File: config.mk
export PLATFORM = sky130hd
export DESIGN_NAME = stq_adata_mp
export DESIGN_NICKNAME = d
export VERILOG_FILES = /design/src/rtl/stq_adata_mp.sv
export SDC_FILE = /design/constraint.sdc
export NUM_CORES = 2
export LEC_CHECK = 0
export ABC_AREA = 1
export CELL_PAD_IN_SITES_DETAIL_PLACEMENT = 0
export CELL_PAD_IN_SITES_GLOBAL_PLACEMENT = 1
export CORE_MARGIN = 5
export CORE_UTILIZATION = 46
export DETAILED_ROUTE_END_ITERATION = 10
export DONT_BUFFER_PORTS = 1
export PLACE_DENSITY_LB_ADDON = 0.1
export SLEW_MARGIN = 20
export SYNTH_ARGS = -nofsm -noshare
export SYNTH_HDL_FRONTEND = slang
export SYNTH_SLANG_ARGS = --single-unit
File: constraint.sdc
create_clock -name clk -period 10.7 [get_ports clk]
set_clock_uncertainty 0.1 [all_clocks]
set_input_delay 1.07 -clock clk [delete_from_list [all_inputs] [get_ports clk]]
set_output_delay 1.07 -clock clk [all_outputs]
set_load 0.1 [all_outputs]
File: src/rtl/stq_adata_mp.sv
// Store-queue address-data array: DEPTH entries of DW data plus a valid bit,
// NWR write ports, NRD read ports, range flush, live valid-entry count.
//
// Ports:
//   clk, rst (sync, active-low)
//   wrt_en/wrt_WQ/wrt_adata  : per-port write enable, index, data
//   upd_WQ                   : per-port read index
//   upd_adata/upd_vld        : per-port read data and valid
//   flush_en/flush_lo/_hi    : inclusive (possibly wrapping) invalidate range
//   vld_cnt/full             : registered valid-entry count and full flag
module stq_adata_mp #(
    parameter int DEPTH = 64,
    parameter int AW    = 6,
    parameter int DW    = 5,
    parameter int NWR   = 2,
    parameter int NRD   = 2,
    parameter int RDREG = 0
) (
    input  logic              clk,
    input  logic              rst,
    input  logic [NWR-1:0]    wrt_en,
    input  logic [NWR*AW-1:0] wrt_WQ,
    input  logic [NWR*DW-1:0] wrt_adata,
    input  logic [NRD*AW-1:0] upd_WQ,
    output logic [NRD*DW-1:0] upd_adata,
    output logic [NRD-1:0]    upd_vld,
    input  logic              flush_en,
    input  logic [AW-1:0]     flush_lo,
    input  logic [AW-1:0]     flush_hi,
    output logic [AW:0]       vld_cnt,
    output logic              full
);

    logic [DW-1:0]    data_q [DEPTH];
    logic [DW-1:0]    data_d [DEPTH];
    logic [DEPTH-1:0] vld_q;
    logic [DEPTH-1:0] vld_d;
    logic [AW:0]      cnt_q;
    logic [AW:0]      cnt_d;
    logic             full_q;
    logic             full_d;

    // lo > hi describes a range that wraps past the top index
    function automatic logic in_rng(input logic [AW-1:0] i,
                                    input logic [AW-1:0] lo,
                                    input logic [AW-1:0] hi);
        if (lo <= hi)
            return (i >= lo) && (i <= hi);
        else
            return (i >= lo) || (i <= hi);
    endfunction

    always_comb begin
        data_d = data_q;
        vld_d  = vld_q;
        if (flush_en) begin
            for (int i = 0; i < DEPTH; i++) begin
                if (in_rng(i[AW-1:0], flush_lo, flush_hi))
                    vld_d[i] = 1'b0;
            end
        end
        // Writes follow the flush so they win; walk ports high to low so
        // the lowest-numbered port is the last assignment on a collision.
        for (int p = NWR - 1; p >= 0; p--) begin
            if (wrt_en[p]) begin
                data_d[wrt_WQ[p*AW +: AW]] = wrt_adata[p*DW +: DW];
                vld_d[wrt_WQ[p*AW +: AW]]  = 1'b1;
            end
        end
        cnt_d = '0;
        for (int i = 0; i < DEPTH; i++)
            cnt_d = cnt_d + {{AW{1'b0}}, vld_d[i]};
        full_d = (cnt_d == (AW+1)'(DEPTH));
    end

    always_ff @(posedge clk) begin
        if (!rst) begin
            for (int i = 0; i < DEPTH; i++)
                data_q[i] <= '0;
            vld_q  <= '0;
            cnt_q  <= '0;
            full_q <= 1'b0;
        end else begin
            for (int i = 0; i < DEPTH; i++)
                data_q[i] <= data_d[i];
            vld_q  <= vld_d;
            cnt_q  <= cnt_d;
            full_q <= full_d;
        end
    end

    assign vld_cnt = cnt_q;
    assign full    = full_q;

    generate
        if (RDREG == 0) begin : g_rd_comb
            // Reads see pre-edge state; no bypass of same-cycle writes
            always_comb begin
                upd_adata = '0;
                upd_vld   = '0;
                for (int r = 0; r < NRD; r++) begin
                    upd_adata[r*DW +: DW] = data_q[upd_WQ[r*AW +: AW]];
                    upd_vld[r]            = vld_q[upd_WQ[r*AW +: AW]];
                end
            end
        end else begin : g_rd_reg
            logic [NRD*DW-1:0] rdat_q;
            logic [NRD*DW-1:0] rdat_d;
            logic [NRD-1:0]    rvld_q;
            logic [NRD-1:0]    rvld_d;

            // Capture post-update entry state (write-first)
            always_comb begin
                rdat_d = '0;
                rvld_d = '0;
                for (int r = 0; r < NRD; r++) begin
                    rdat_d[r*DW +: DW] = data_d[upd_WQ[r*AW +: AW]];
                    rvld_d[r]          = vld_d[upd_WQ[r*AW +: AW]];
                end
            end

            always_ff @(posedge clk) begin
                if (!rst) begin
                    rdat_q <= '0;
                    rvld_q <= '0;
                end else begin
                    rdat_q <= rdat_d;
                    rvld_q <= rvld_d;
                end
            end

            assign upd_adata = rdat_q;
            assign upd_vld   = rvld_q;
        end
    endgenerate

endmodule
==> results.cfg <==
[outcome]
run_status = finished clean

[global_route]
gr-total-overflow = 0
first_global_vias = 31540
antenna_found_initial = 4
grt_first_pass_wirelength_um = 211600
grtUsageTotal_pct = 41.01
grt_start_max_net_pins = 194

[timing]
slew_viol_final = 0
setup-violations-final = 0
tns_ps = 0
tightestPinTransition_ps = 1251
rsz0062_at_grt = false
worst_slew_margin_rel_pct = 16.28
max_freq_mhz = 117.7
fin_crit_sh_pct = 79.41
minimum_clock_period_after_layout_ps = 8497
finalHoldViolations = 0

[power_and_ir_drop]
worst_supply_voltage_drop_on_vdd_uv = 112.5
cellLeakagePower_nw = 12.99
power_density_nw_per_um2 = 127.5

[yosys]
yosys_register_bits = 392
synth_nets = 5138
post-synth-top-area-cell = dfxtp_1
avgSynthCellArea_um2 = 5.810
synth.cell_area_um2 = 29120
yosysWarningCount = 0
yosys-top-cells-area = dfxtp_1 (27%), nand2_1 (26%), nand3_1 (12%), a21oi_1 (7.3%), fa_1 (3.7%)
post_synth_edffs = 0
netlist-cell-type-count = 33
synth.yosys.seq_area_share_pct = 26.95
synth_top_area_share_pct = 26.95
postSynthCellCount = 5012
synth_flop_cell = dfxtp_1
async_reset_ff_share_pct = 0

[clocking]
cts.repair.resized = 0
cts.sinks = 392
clockRootBuffer = clkbuf_16
clk_pin_slew_ps = 60
cts_inserted_buffers = 49
cts-hold-fix-buffers = 0
clock_insertion_delay_worst_skew_ps = 620
cts-htree-levels = 2
maximum_root_to_sink_buffer_count = 3
post-cts-setup-buffer-count = 0
cts_tree = done

[cells_and_area]
fraction_of_layout_instances_using_a_drive_strength_above_1_pct = 3.296
layout.cells.most_common_list = nand2_1 (2046), nand3_1 (708), a21oi_1 (424)
area_growth_syn_to_layout_pct = 5.740
layout_commonest_cell = nand2_1
final_core_util_pct = 48.99
num-fill-cells = 7008
num-nets-final = 4883

[die]
die_y_extent_um = 261.6
floorplan.rows = 92
design.die.area_um2 = 68440
initial_core_util_pct = 46.33
die_width_um = 261.6
fp.coreArea_um2 = 62850
ioPinCount = 71

[worst_setup_path]
critical-path-top-delay-family = adder cells
critPathKind = primary input to flop
r2r-start = vld_q[0]$_SDFF_PN0_
worstPathRequired_ps = 11150
worst-endpoint-arrival_ps = 8950
timing.critical_path.from_type = primary input
path_common_cell = fa_1
timing.critical_path.to_type = flop
cp_num_cells = 31
worst-path-buf-inv = 4
timing.reg2reg.setup_slack_ps = 4180
critPathLaunch = flush_hi[5]
rr_endpoint = full$_SDFF_PN0_
slowest_stage = fa_1
critical_path.max_stage_delay_ps = 550
worstRegToRegCells = 23
critical_path_peak_fanout = 32

[run]
number_of_max_cap_violations = 0

[hold_path]
hold_path.startpoint = data_q[174]$_SDFF_PN0_
min_to = data_q[174]$_SDFF_PN0_
hold_path.class = flop to flop
hold-path-cell-count = 2

[detailed_routing]
detailed_route_drc_error_count = 0
initialDrtViolationCount = 4566
vias = 34910
routed_wl_um = 145300
route.detailed.vias_per_inst = 6.189
drt_pre_antenna_iters = 7
antenna_violating_nets_post_route = 0
wl_per_cell_um = 25.76

[place]
dp_hpwl_um = 93210
place.gp.congestion = 1.018
port-buffer-count = 0
report_power, final:
| part | total (mW) | internal [mW] | leakage [nW] | switching [mW] |
|---|---|---|---|---|
| combinational | 0.670 | 0.173 | 9.04 | 0.496 |
| clock | 1.73 | 1.01 | 0.793 | 0.720 |
| sequential | 1.53 | 1.48 | 3.16 | 0.0461 |
| total | 3.93 | 2.66 | 13.0 | 1.26 |
layer usage:
metal  GRT usage, %  vias to the layer above  wire (um)
li1               -                    15970          -
met1          52.93                    16070      55280
met2          63.27                     2291      62470
met3          8.523                      571      16830
met4          24.50                        2      10660
met5              0                        -         20
registers in the layout, indices dropped and copies added (netlist names):
signal	count
data_q	320
vld_q	64
vld_cnt	7
full	1
how the worst max path moves through the flow:
| stage | endpoint | slack (ps) |
|---|---|---|
| after floorplan | full$_SDFF_PN0_ | 2320 |
| after global placement | full$_SDFF_PN0_ | 1690 |
| after detailed placement | full$_SDFF_PN0_ | 1650 |
| after CTS | full$_SDFF_PN0_ | 2270 |
| after global routing | full$_SDFF_PN0_ | 1740 |
| final | full$_SDFF_PN0_ | 2200 |
worst register-to-register path: cells and delay by family, from the launching register on:
kind,cells,cell delay [ps]
XOR/XNOR,1,190
AND/OR/NAND/NOR,9,700
flip-flops,1,370
buffers and inverters,3,160
adder cells (fa/ha/maj),10,4930
metrics by stage:
step	setup slack, ps	cells	instance area (um2)	power (mW)	hold WS (ps)
after floorplan	2317	5012	29120	2.043	365.6
after global placement	1687	5552	29180	2.204	386.3
after detailed placement	1654	5552	29180	2.206	388.9
after CTS	2267	5639	30790	3.908	398.7
after global routing	1736	5639	30790	4.028	421.6
final	2203	5640	30790	3.927	400.1
kinds of logic after synthesis:
logic type	after synthesis	share of synthesized area (%)
AOI/OAI and AO/OA	830	16.76
xor gates and xnor gates	3	0.09025
adders and majority gates	75	4.615
buffers and inverters	653	8.623
DFF	392	26.95
and+or+nand+nor	3059	42.96
cells in the mapped netlist (2+ instances only):
cell type / n
a21oi_1: 424
a311oi_1: 105
a31oi_1: 4
buf_1: 39
buf_2: 42
buf_4: 2
clkbuf_1: 264
clkinv_1: 19
dfxtp_1: 392
fa_1: 54
ha_1: 21
inv_1: 274
inv_2: 13
nand2_1: 2047
nand3_1: 708
nand3b_1: 2
nand4_1: 4
nor2_1: 272
nor3_1: 5
nor3_2: 7
nor3_4: 4
o211ai_1: 117
o21ai_0: 156
o21bai_1: 2
o22ai_1: 19
or2_2: 8
xnor2_1: 2
layout make-up:
type | count | area, um2 | share of cell area, %
multi-input combinational | 3967 | 18780 | 60.98
sequential | 392 | 7848 | 25.49
clock buffer | 76 | 1470 | 4.774
inverter | 306 | 1166 | 3.787
tap | 846 | 1059 | 3.438
timing repair buffer | 41 | 332.8 | 1.081
clock inverter | 11 | 137.6 | 0.4470
antenna | 1 | 2.502 | 0.008127
No activity file was read; power rests on OpenSTA's default activity.
